### src/rtl/seg_pattern_decoder.sv
// Active-low seven-segment bus back to hex digit, with stability filter,
// change-only reporting and a one-entry valid/ready result buffer.
module seg_pattern_decoder #(
  parameter int unsigned STABLE_CYCLES = 4
) (
  input  logic       clk,
  input  logic       reset,
  input  logic [6:0] seg_in,
  input  logic       out_ready,
  output logic       out_valid,
  output logic [3:0] out_digit,
  output logic       out_err,
  output logic [7:0] err_count,
  output logic       overflow
);

  localparam logic [7:0] STABLE = 8'(STABLE_CYCLES);
  localparam logic [6:0] BLANK  = 7'h7F;

  logic [6:0] sample_q;
  logic [7:0] run;
  logic [6:0] last_pat;
  logic       last_vld;

  logic       legal;
  logic [3:0] dec;
  logic       stable;
  logic       blank;
  logic       event_v;
  logic       can_load;

  always_comb begin
    legal = 1'b1;
    dec   = 4'h0;
    case (sample_q)
      7'h40: dec = 4'h0;
      7'h79: dec = 4'h1;
      7'h24: dec = 4'h2;
      7'h30: dec = 4'h3;
      7'h19: dec = 4'h4;
      7'h12: dec = 4'h5;
      7'h02: dec = 4'h6;
      7'h78: dec = 4'h7;
      7'h00: dec = 4'h8;
      7'h10: dec = 4'h9;
      7'h08: dec = 4'hA;
      7'h03: dec = 4'hB;
      7'h46: dec = 4'hC;
      7'h21: dec = 4'hD;
      7'h06: dec = 4'hE;
      7'h0E: dec = 4'hF;
      default: legal = 1'b0;
    endcase
  end

  assign stable   = (run == STABLE);
  assign blank    = (sample_q == BLANK);
  // only report a pattern when it differs from the last one reported
  assign event_v  = stable && !blank &&
                    (!last_vld || (sample_q != last_pat));
  assign can_load = !out_valid || out_ready;

  always_ff @(posedge clk) begin
    if (reset) begin
      sample_q  <= BLANK;
      run       <= 8'd0;
      last_pat  <= 7'd0;
      last_vld  <= 1'b0;
      out_valid <= 1'b0;
      out_digit <= 4'd0;
      out_err   <= 1'b0;
      err_count <= 8'd0;
      overflow  <= 1'b0;
    end else begin
      sample_q <= seg_in;
      if (seg_in != sample_q)
        run <= 8'd1;
      else if (run != 8'hFF)
        run <= run + 8'd1;

      if (stable) begin
        if (blank) begin
          last_vld <= 1'b0;
        end else begin
          last_pat <= sample_q;
          last_vld <= 1'b1;
        end
      end

      if (event_v && can_load) begin
        out_valid <= 1'b1;
        out_digit <= legal ? dec : 4'd0;
        out_err   <= !legal;
      end else begin
        if (event_v)
          overflow <= 1'b1;
        if (out_valid && out_ready)
          out_valid <= 1'b0;
      end

      // counted whether the illegal event is loaded or dropped
      if (event_v && !legal && (err_count != 8'hFF))
        err_count <= err_count + 8'd1;
    end
  end

endmodule

### config.mk
export PLATFORM = sky130hd
export DESIGN_NAME = seg_pattern_decoder
export DESIGN_NICKNAME = d
export VERILOG_FILES = /design/src/rtl/seg_pattern_decoder.sv
export SDC_FILE = /design/constraint.sdc
export NUM_CORES = 1
export LEC_CHECK = 0
export ABC_CLOCK_PERIOD_IN_PS = 5900
export CORE_UTILIZATION = 60
export CTS_CLUSTER_SIZE = 25
export DETAILED_ROUTE_END_ITERATION = 8
export DONT_BUFFER_PORTS = 1
export GPL_TIMING_DRIVEN = 0
export PLACE_DENSITY = 0.85
export SLEW_MARGIN = 10
export SYNTH_ARGS = -nofsm -noshare
export SYNTH_HDL_FRONTEND = slang
export SYNTH_SLANG_ARGS = --single-unit
### constraint.sdc
create_clock -name clk -period 5.9 [get_ports clk]
set_clock_uncertainty 0.15 [all_clocks]
set_input_delay 1.77 -clock clk [delete_from_list [all_inputs] [get_ports clk]]
set_output_delay 1.77 -clock clk [all_outputs]
set_load 0.01 [all_outputs]
==> reports/metrics.yaml, run 1 <==
yosys:
  synth_seq_cells: 38
  synth-simple-area-share_pct: 28.86
  yosys_warnings: 0
  synthXorXnorAreaFrac_pct: 8.969
  muxShareOfSynthArea_pct: 3.905
  synth_area_um2: 2051
  syn_inst: 240
  yosys.area_share.adder_pct: 1.830
  ys.flop_type: "dfxtp_1"
  synth-edff-count: 0
  async_reset_ff_share_pct: 0
  synth_nets: 253
  ys_seq_area_share_pct: 37.10
  synth_compound_area_share_pct: 12.81
  synth_top_area_share_pct: 37.10
  synth_area_leaders: "dfxtp_1, nor2_1, xnor2_1"
  yosysUniqueCellTypes: 50
  synth_top_area_cell: "dfxtp_1"
  synth_top_family_by_area: "simple AND/OR/NAND/NOR gates"
  syn_avg_cell_area_um2: 8.545
clock_network:
  numCtsBuffers: 5
  cts_tree: "built"
  worstSkewPairLatency_ns: 0.34
  holdBufCountCts: 0
  root_buffer: "clkbuf_4"
  clk_path_buf_depth: 2
  cts_setup_buffers: 0
  clk_pin_slew_ns: 0.11
  htreeDepth: 2
  cts.sinks: 38
  post_cts_resized: 0
worst_setup_path:
  worst-path-stages: 0
  worstSetupStartpointType: "register"
  worst_ep_required_time_ns: 3.98
  endpoint_kind: "output pin"
  r2r_cells: 9
  critPathKind: "reg -> out"
  cp.arrival_ns: 0.81
  crit_fanout: 6
power_and_ir_drop:
  p_switching_mw: 0.1124
  p_sw_share_pct: 25.19
  p_seq_share_pct: 58.6
  p_clk_share_pct: 32.4
  intPower_mw: 0.3338
  ir_worst_vdd_mv: 0.1257
  pwr-share-comb_pct: 9.1
  power_density_nw_per_um2: 205.6
  p_leak_nw: 0.7933
place:
  port-buffer-count: 0
  gp_congestion: 0.8191
  hpwlAfterDp_um: 2924
die:
  ioPinCount: 25
  initial_core_util_pct: 65.04
  die_area_um2: 3655
  core_area_um2: 3153
  die_h_um: 60.46
  die_width_um: 60.46
  fp-row-count: 20
global_route:
  grt_start_max_net_pins: 13
  grt_use_total_pct: 24.33
  grt_busiest_layer: "met2"
  met3_usage_pct: 5.757
  grt_use_met1_pct: 31.71
  grt_overflow_total: 0
  grt_pass1_wl_um: 6693
  grt_pass1_vias: 1454
  grtUsageMet2_pct: 37.83
  grt_antenna_before_repair: 0
routing:
  drcViolationCount: 0
  num_vias: 1711
  first_iter_violations: 168
  antenna_left: 0
  post_drt_wl_per_cell_um: 13.85
  wl_um: 4043
  first_pass_iters: 7
  viasPerCell: 5.860
timing:
  fmax_mhz: 365.7
  timing.hold.ws_ns: 0.3663
  maxSlewViolCount: 0
  worst_pin_slew_ns: 0.5026
  max_slew_margin_pct: 66.49
  fin_crit_sh_pct: 46.35
  rsz0062_at_grt: "no"
  setup_viol_count_final: 0
  period_minus_slack_ns: 2.734
  setup_tns_ns: 0
  hold_viol_final: 0
final_layout:
  fill_cells: 268
  final_cell_mix: "dfxtp_1, nor2_1, a21oi_1, xnor2_1"
  final_common_cell: "dfxtp_1"
  syn2layout_area_growth_pct: 5.796
  multi_input_area_um2: 1156
  final_layout_size_suffix_gt1_share_pct: 14.11
  antenna_cells: 0
  register_area_um2: 760.7
  layout.nets: 260
hold_path:
  holdPathStages: 2
  worstHoldPathType: "reg -> reg"
outcome:
  status: "complete, no violations"
job:
  cap_viol_max_count: 0
-- worst paths after layout --
check / slack, ns / start / end
setup / recovery: 3.17 / err_count[4] / err_count[4]
hold / removal: 0.37 / last_vld / last_vld
setup reg to reg: 3.39 / run[0] / err_count[6]
hold reg to reg: 0.37 / last_vld / last_vld
-- metrics by stage --
stage	setup slack, ns	instance area [µm²]	util [%]	std cells	power, mW
2_1_floorplan	3.086	2051	-	240	0.2993
3_3_place_gp	2.926	2106	66.79	284	0.3062
3_5_place_dp	2.897	2106	66.79	284	0.3069
4_1_cts	3.159	2170	68.81	292	0.4491
5_1_grt	3.117	2170	68.81	292	0.4636
6_report	3.166	2170	68.81	292	0.4462
-- tightest hold or removal path, delay by kind of cell (launching register included) --
kind             cells  cell delay [ns]
AO/OA/AOI/OAI        1             0.07
flip-flops           1             0.35
AND/OR/NAND/NOR      1             0.07
-- power by group through the flow --
stage / Sequential (mW) / Clock (mW) / Combinational, mW
2_1_floorplan: 0.267 / 0 / 0.0327
3_3_place_gp: 0.267 / 0 / 0.0393
3_5_place_dp: 0.267 / 0 / 0.0399
4_1_cts: 0.261 / 0.148 / 0.0400
5_1_grt: 0.262 / 0.157 / 0.0443
6_report: 0.261 / 0.144 / 0.0406
-- per-layer routing --
metal / vias up / wire [µm]
li1: 869 / -
met1: 788 / 1829
met2: 48 / 1959
met3: 6 / 199
met4: 0 / 54
met5: - / 0
-- area by class of cell --
cell class,count,share of cell area [%]
Tap cell,44,2.537
Clock buffer,6,2.364
Buffer,19,5.133
Clock inverter,2,0.5767
Sequential cell,38,35.06
Multi-Input combinational cell,177,53.29
Inverter,6,1.038
-- sequential cells by signal, summed over array words and instances, names as in the netlist --
signal,cells
last_vld,1
overflow,1
out_valid,1
out_err,1
sample_q,7
last_pat,7
out_digit,4
err_count,8
run,8
-- kinds of logic after synthesis --
logic type,after synthesis
flops,38
compound gates,41
mux,8
xor+xnor,21
fa+ha+maj,3
buf+inv,25
simple gates,104
-- Yosys cell counts, drive strengths merged (3+ instances only) --
library cell and instances:
dfxtp 38, nor2 29, buf 16, a21oi 15, xnor2 12, nand3 11, o21ai 9, xor2 9
mux2i 8, nor3 8, or2 8, nand4 7, inv 6, or3 6, and3 5, nand2 4
nor3b 4, and3b 3, clkbuf 3, ha 3, nand2b 3, nor4b 3, o31ai 3, or4 3
Power figures use the tool's default switching activity.
==> inputs of run 2 (changes only) <==
Settings changed: ABC_CLOCK_PERIOD_IN_PS 5900 to 2500, CORE_UTILIZATION 60 to 56, PLACE_DENSITY 0.85 to 0.83.
Clock period 5.9 ns to 2.5 ns, I/O delays scaled along.
==> reports/metrics.yaml, run 2 (synthesis results as in run 1) <==
timing:
  rsz0062_at_grt: "yes"  # was no
  max_slew_margin_pct: 66.03  # was 66.49%
  fin_crit_sh_pct: 97.06
  maxSlewViolCount: 0  # unchanged
  fmax_mhz: 412.1
  hold_viol_final: 0  # unchanged
  setup_tns_ns: 0  # unchanged
  setup_viol_count_final: 0  # unchanged
  worst_pin_slew_ns: 0.5096  # was 0.5026 ns
  period_minus_slack_ns: 2.426
worst_setup_path:
  r2r_setup_slack_ns: 0.07  # was 3.39 ns
  crit_fanout: 10  # was 6
  cp_slowest_cell: "or3_1"
  r2r-end: "err_count[1]"  # was err_count[6]
  r2r-start: "sample_q[4]"  # was run[0]
  r2r_cells: 9  # unchanged
  cpPeakStageDelay_ns: 0.35
  cp-startpoint: "sample_q[4]"  # was err_count[4]
  critPathKind: "reg -> reg"  # was reg -> out
  crit_chain: "buf_4 -> and4_1 -> a32oi_2 -> o221ai_1 -> or3_1 -> buf_2 -> buf_2 -> or3_1 -> a21oi_1"
  endpoint_kind: "register"  # was output pin
  cp.arrival_ns: 2.54  # was 0.81 ns
  setup.worst_path.end: "err_count[1]"  # was err_count[4]
  worst_ep_required_time_ns: 2.62  # was 3.98 ns
  worstSetupStartpointType: "register"  # unchanged
final_layout:
  final_common_cell: "dfxtp_1"  # unchanged
  final_cell_mix: "dfxtp_1, nor2_1, a21oi_1, xnor2_1, nand3_1"  # was dfxtp_1, nor2_1, a21oi_1, xnor2_1
  layout.nets: 262  # was 260
  fill_cells: 285  # was 268
  multi_input_area_um2: 1181  # was 1156 µm²
  final_layout_size_suffix_gt1_share_pct: 15.26  # was 14.11%
  finish.utilization_pct: 65.46  # was 68.81%
  finalNonFillerCells: 295  # was 292
  antenna_cells: 0  # unchanged
  fin_area_um2: 2236  # was 2170 µm²
  register_area_um2: 760.7  # unchanged
  top_regs: "err_count x8, run x8"  # unchanged
  syn2layout_area_growth_pct: 9.030  # was 5.796%
place:
  hpwlAfterDp_um: 2933  # was 2924 µm
  gp_congestion: 0.8232  # was 0.8191
  placed_cell_area_um2: 2108  # was 2106 µm²
  port-buffer-count: 0  # unchanged
  dpl.cell_count: 286  # was 284
hold_path:
  worstHoldPathType: "in -> reg"  # was reg -> reg
  holdPathStages: 1  # was 2
clock_network:
  root_buffer: "clkbuf_4"  # unchanged
  holdBufCountCts: 0  # unchanged
  cts_tree: "built"  # unchanged
  htreeDepth: 2  # unchanged
  clk_pin_slew_ns: 0.12  # was 0.11 ns
  numCtsBuffers: 5  # unchanged
  worstSkewPairLatency_ns: 0.35  # was 0.34 ns
  clk_path_buf_depth: 2  # unchanged
  cts.sinks: 38  # unchanged
routing:
  first_pass_iters: 4  # was 7
  first_iter_violations: 83  # was 168
  drcViolationCount: 0  # unchanged
  num_vias: 1702  # was 1711
  post_drt_wl_per_cell_um: 14.16  # was 13.85 µm
  viasPerCell: 5.769  # was 5.860
  antenna_left: 0  # unchanged
  wl_um: 4177  # was 4043 µm
die:
  fp-row-count: 21  # was 20
  ioPinCount: 25  # unchanged
  initial_core_util_pct: 60.04  # was 65.04%
  die_area_um2: 3908  # was 3655 µm²
  die_width_um: 62.52  # was 60.46 µm
  core_area_um2: 3416  # was 3153 µm²
  die_h_um: 62.52  # was 60.46 µm
outcome:
  status: "complete, no violations"  # unchanged
power_and_ir_drop:
  finalPower_mw: 1.143  # was 0.4462 mW
  power_density_nw_per_um2: 511.3  # was 205.6 nW/µm²
  ir_worst_vdd_mv: 0.4708  # was 0.1257 mV
  p_leak_nw: 0.8269  # was 0.7933 nW
global_route:
  grt_pass1_vias: 1531  # was 1454
  grt_start_max_net_pins: 12  # was 13
  grt_use_total_pct: 22.32  # was 24.33%
  grt_overflow_total: 0  # unchanged
  grt_antenna_before_repair: 0  # unchanged
  grt_pass1_wl_um: 6941  # was 6693 µm
job:
  cap_viol_max_count: 0  # unchanged
run 2: cell count changes in the layout (fill, tap and decap cells not counted), sizes merged:
| cell | before | now |
|---|---|---|
| buf | 16 | 17 |
| clkinv | 1 | 0 |
| clkbuf | 9 | 10 |
| bufinv | 0 | 1 |
| clkinvlp | 1 | 0 |
run 2: final cells by class:
class | count | share of cell area, %
Timing Repair Buffer | 2 | 0.6715
Tap cell | 46 | 2.574
Multi-Input combinational cell | 177 | 52.83
Clock inverter | 1 | 1.343
Sequential cell | 38 | 34.02
Buffer | 19 | 5.260
Inverter | 6 | 1.007
Clock buffer | 6 | 2.294
run 2: power by group:
part / internal (mW) / switching [mW]
Combinational: 0.0423 / 0.0564
Sequential: 0.612 / 0.00450
Clock: 0.233 / 0.195
run 2: what timing repair did:
action | CTS | global route
endpoints found under the setup margin | 2 | 5
pin swaps | 0 | 1
gates resized for setup | 1 | 5
buffers inserted | 0 | 2
run 2: how the worst min path moves through the flow:
stage,start,end
finish,seg_in[3],sample_q[3]
floorplan,last_vld,last_vld
detailed placement,last_pat[1],last_pat[1]
CTS,seg_in[5],sample_q[5]
global placement,last_vld,last_vld
global route,seg_in[6],sample_q[6]
run 2: per-layer routing:
metal	vias up	wire length (µm)	GRT usage [%]
met5	-	0	0
met4	0	55	6.105
met3	8	141	6.569
met2	24	1947	36.28
met1	800	2032	28.65
li1	870	-	-
run 2: worst max-delay path, delay by kind of cell (launching register included):
kind | cells | cell delay [ns]
AO/OA/AOI/OAI | 3 | 0.50
buffers and inverters | 3 | 0.50
flip-flops | 1 | 0.32
AND/OR/NAND/NOR | 3 | 0.89
run 2: through the flow:
step           hold WS [ns]  setup slack (ns)
2_1_floorplan        0.3042            0.2715
3_3_place_gp         0.3258           0.05984
3_5_place_dp         0.3524          -0.01599
4_1_cts              0.3452           0.03480
5_1_grt              0.3269          -0.06917
6_report             0.3441           0.07361
==> inputs of run 3 (changes only) <==
Settings changed: ABC_AREA set to 1, CTS_CLUSTER_SIZE 25 to 8.
==> reports/metrics.yaml, run 3 <==
global_route:
  grtUsageMet2_pct: 40.69  # was 36.28%
  grt_overflow_total: 0  # unchanged
  grt_busiest_layer: "met2"  # unchanged
  grt_pass1_wl_um: 7997  # was 6941 µm
  grt_pass1_vias: 1951  # was 1531
  grt_use_met1_pct: 29.13  # was 28.65%
  grt_start_max_net_pins: 12  # unchanged
  grt_use_total_pct: 25.30  # was 22.32%
  grt_antenna_before_repair: 0  # unchanged
  met3_usage_pct: 9.420  # was 6.569%
clock_network:
  cts_setup_buffers: 0  # unchanged
  holdBufCountCts: 0  # unchanged
  worstSkewPairLatency_ns: 0.30  # was 0.35 ns
  post_cts_resized: 0  # was 1
  numCtsBuffers: 5  # unchanged
  clk_path_buf_depth: 2  # unchanged
  cts.sinks: 38  # unchanged
  clk_pin_slew_ns: 0.07  # was 0.12 ns
  htreeDepth: 2  # unchanged
  root_buffer: "clkbuf_8"  # was clkbuf_4
  cts_tree: "built"  # unchanged
yosys:
  yosys_warnings: 0  # unchanged
  synth_nets: 340  # was 253
  synth-edff-count: 0  # unchanged
  synth_seq_cells: 38  # unchanged
  syn_avg_cell_area_um2: 6.470  # was 8.545 µm²
  yosysUniqueCellTypes: 30  # was 50
  synth.most_common_cell: "nand2_1"  # was dfxtp_1
  synth_top_area_share_pct: 35.96  # was 37.10%
  ys.flop_type: "dfxtp_1"  # unchanged
  syn_inst: 327  # was 240
  synth_top_area_cell: "dfxtp_1"  # unchanged
  synth_area_um2: 2116  # was 2051 µm²
  ys_seq_area_share_pct: 35.96  # was 37.10%
  async_reset_ff_share_pct: 0  # unchanged
  synth_area_leaders: "dfxtp_1, nand2_1, nor2_1"  # was dfxtp_1, nor2_1, xnor2_1
  synthTopCellsByCount: "nand2_1, nor2_1, dfxtp_1"  # was dfxtp_1, nor2_1, a21oi_1
final_layout:
  syn2layout_area_growth_pct: 7.037  # was 9.030%
  final_cell_mix: "nand2_1, nor2_1, dfxtp_1, inv_1, a21oi_1"  # was dfxtp_1, nor2_1, a21oi_1, xnor2_1, nand3_1
  fin_area_um2: 2265  # was 2236 µm²
  final_layout_size_suffix_gt1_share_pct: 10.15  # was 15.26%
  finalNonFillerCells: 381  # was 295
  finish.utilization_pct: 65.30  # was 65.46%
  layout.nets: 347  # was 262
  fill_cells: 326  # was 285
  final_common_cell: "nand2_1"  # was dfxtp_1
  antenna_cells: 0  # unchanged
  top_regs: "err_count x8, run x8"  # unchanged
worst_setup_path:
  worst_ep_required_time_ns: 2.58  # was 2.62 ns
  endpoint_kind: "register"  # unchanged
  critPathKind: "reg -> reg"  # unchanged
  crit_fanout: 9  # was 10
  cp.arrival_ns: 2.04  # was 2.54 ns
  worstSetupStartpointType: "register"  # unchanged
routing:
  viasPerCell: 5.281  # was 5.769
  wl_um: 4570  # was 4177 µm
  post_drt_wl_per_cell_um: 11.99  # was 14.16 µm
  first_iter_violations: 146  # was 83
  first_pass_iters: 4  # unchanged
  antenna_left: 0  # unchanged
  num_vias: 2012  # was 1702
  drcViolationCount: 0  # unchanged
timing:
  fmax_mhz: 510.5  # was 412.1 MHz
  timing.hold.ws_ns: 0.3219  # was 0.3441 ns
  setup_viol_count_final: 0  # unchanged
  worst_pin_slew_ns: 0.4941  # was 0.5096 ns
  setup_tns_ns: 0  # unchanged
  period_minus_slack_ns: 1.959  # was 2.426 ns
  rsz0062_at_grt: "no"  # was yes
  fin_crit_sh_pct: 78.35  # was 97.06%
  maxSlewViolCount: 0  # unchanged
  fin_ws_ns: 0.5412  # was 0.07361 ns
  hold_viol_final: 0  # unchanged
  max_slew_margin_pct: 67.06  # was 66.03%
place:
  port-buffer-count: 0  # unchanged
  dp_worst_setup_slack_ns: 0.5720  # was -0.01599 ns
  placed_cell_area_um2: 2173  # was 2108 µm²
  dpl.cell_count: 373  # was 286
  gp_congestion: 0.8839  # was 0.8232
  hpwlAfterDp_um: 3371  # was 2933 µm
die:
  initial_core_util_pct: 61.00  # was 60.04%
  ioPinCount: 25  # unchanged
  die_width_um: 63.47  # was 62.52 µm
  fp-row-count: 21  # unchanged
  die_h_um: 63.47  # was 62.52 µm
  die_area_um2: 4028  # was 3908 µm²
  core_area_um2: 3468  # was 3416 µm²
power_and_ir_drop:
  finalPower_mw: 1.134  # was 1.143 mW
  ir_worst_vdd_mv: 0.3322  # was 0.4708 mV
  pwr-share-comb_pct: 6.2  # was 8.6%
  p_clk_share_pct: 39.1  # was 37.4%
  intPower_mw: 0.8577  # was 0.8873 mW
  p_leak_nw: 1.016  # was 0.8269 nW
  power_density_nw_per_um2: 500.8  # was 511.3 nW/µm²
  p_switching_mw: 0.2765  # was 0.2560 mW
  p_sw_share_pct: 24.38  # was 22.39%
  p_seq_share_pct: 54.6  # was 53.9%
hold_path:
  worstHoldPathType: "reg -> reg"  # was in -> reg
job:
  cap_viol_max_count: 0  # unchanged
outcome:
  status: "complete, no violations"  # unchanged
run 3: cell types whose count changed after synthesis, moves of 6 or more:
cell,before,now
inv_1,6,34
xnor2_1,12,4
nand2_1,4,86
o21ai_0,8,15
mux2i_1,8,0
buf_2,11,3
inv_2,0,9
nor2_1,29,56
a21oi_1,15,21
or3_1,6,0
run 3: kinds of logic after synthesis:
family,Yosys count,synth area share [%]
adder cells (fa/ha/maj),3,1.774
flip-flops,38,35.96
AO/OA/AOI/OAI,43,10.82
AND/OR/NAND/NOR,187,39.27
XOR/XNOR,8,3.311
buffers and inverters,48,8.870
run 3: area by class of cell:
class,instances,area (µm²),share of cell area (%)
Multi-Input combinational cell,241,1167,51.55
Sequential cell,38,760.7,33.59
Inverter,43,161.4,7.127
Clock buffer,7,86.33,3.812
Tap cell,46,57.56,2.541
Buffer,5,26.28,1.160
Clock inverter,1,5.005,0.2210
run 3: final timing paths:
kind / startpoint / end / slack, ns / depth (start not counted)
min reg2reg: last_pat[3] / last_pat[3] / 0.32 / 2
max reg2reg: run[0] / out_digit[0] / 0.54 / 10
max: run[0] / out_digit[0] / 0.54 / 10
min: last_pat[3] / last_pat[3] / 0.32 / 2
run 3: per-layer routing:
metal,up-vias,share of wire [%]
li1,1048,-
met1,889,45
met2,59,46
met3,16,6.8
met4,0,3.0
met5,-,0
run 3: power by group through the flow:
stage	logic, mW	registers (mW)	clock network, mW
2_1_floorplan	0.0563	0.632	0
3_3_place_gp	0.0684	0.633	0
3_5_place_dp	0.0691	0.634	0
4_1_cts	0.0699	0.620	0.445
5_1_grt	0.0800	0.620	0.477
6_report	0.0707	0.620	0.444
run 3: worst max-delay path, cell delays in order (launching register included):
cell     delay [ns]
dfxtp_1        0.35
inv_1          0.08
ha_1           0.14
nand2_1        0.07
nor2_1         0.19
nand2_2        0.18
nor2_4         0.29
nand2_2        0.15
inv_2          0.11
nand2_1        0.05
a21oi_1        0.12
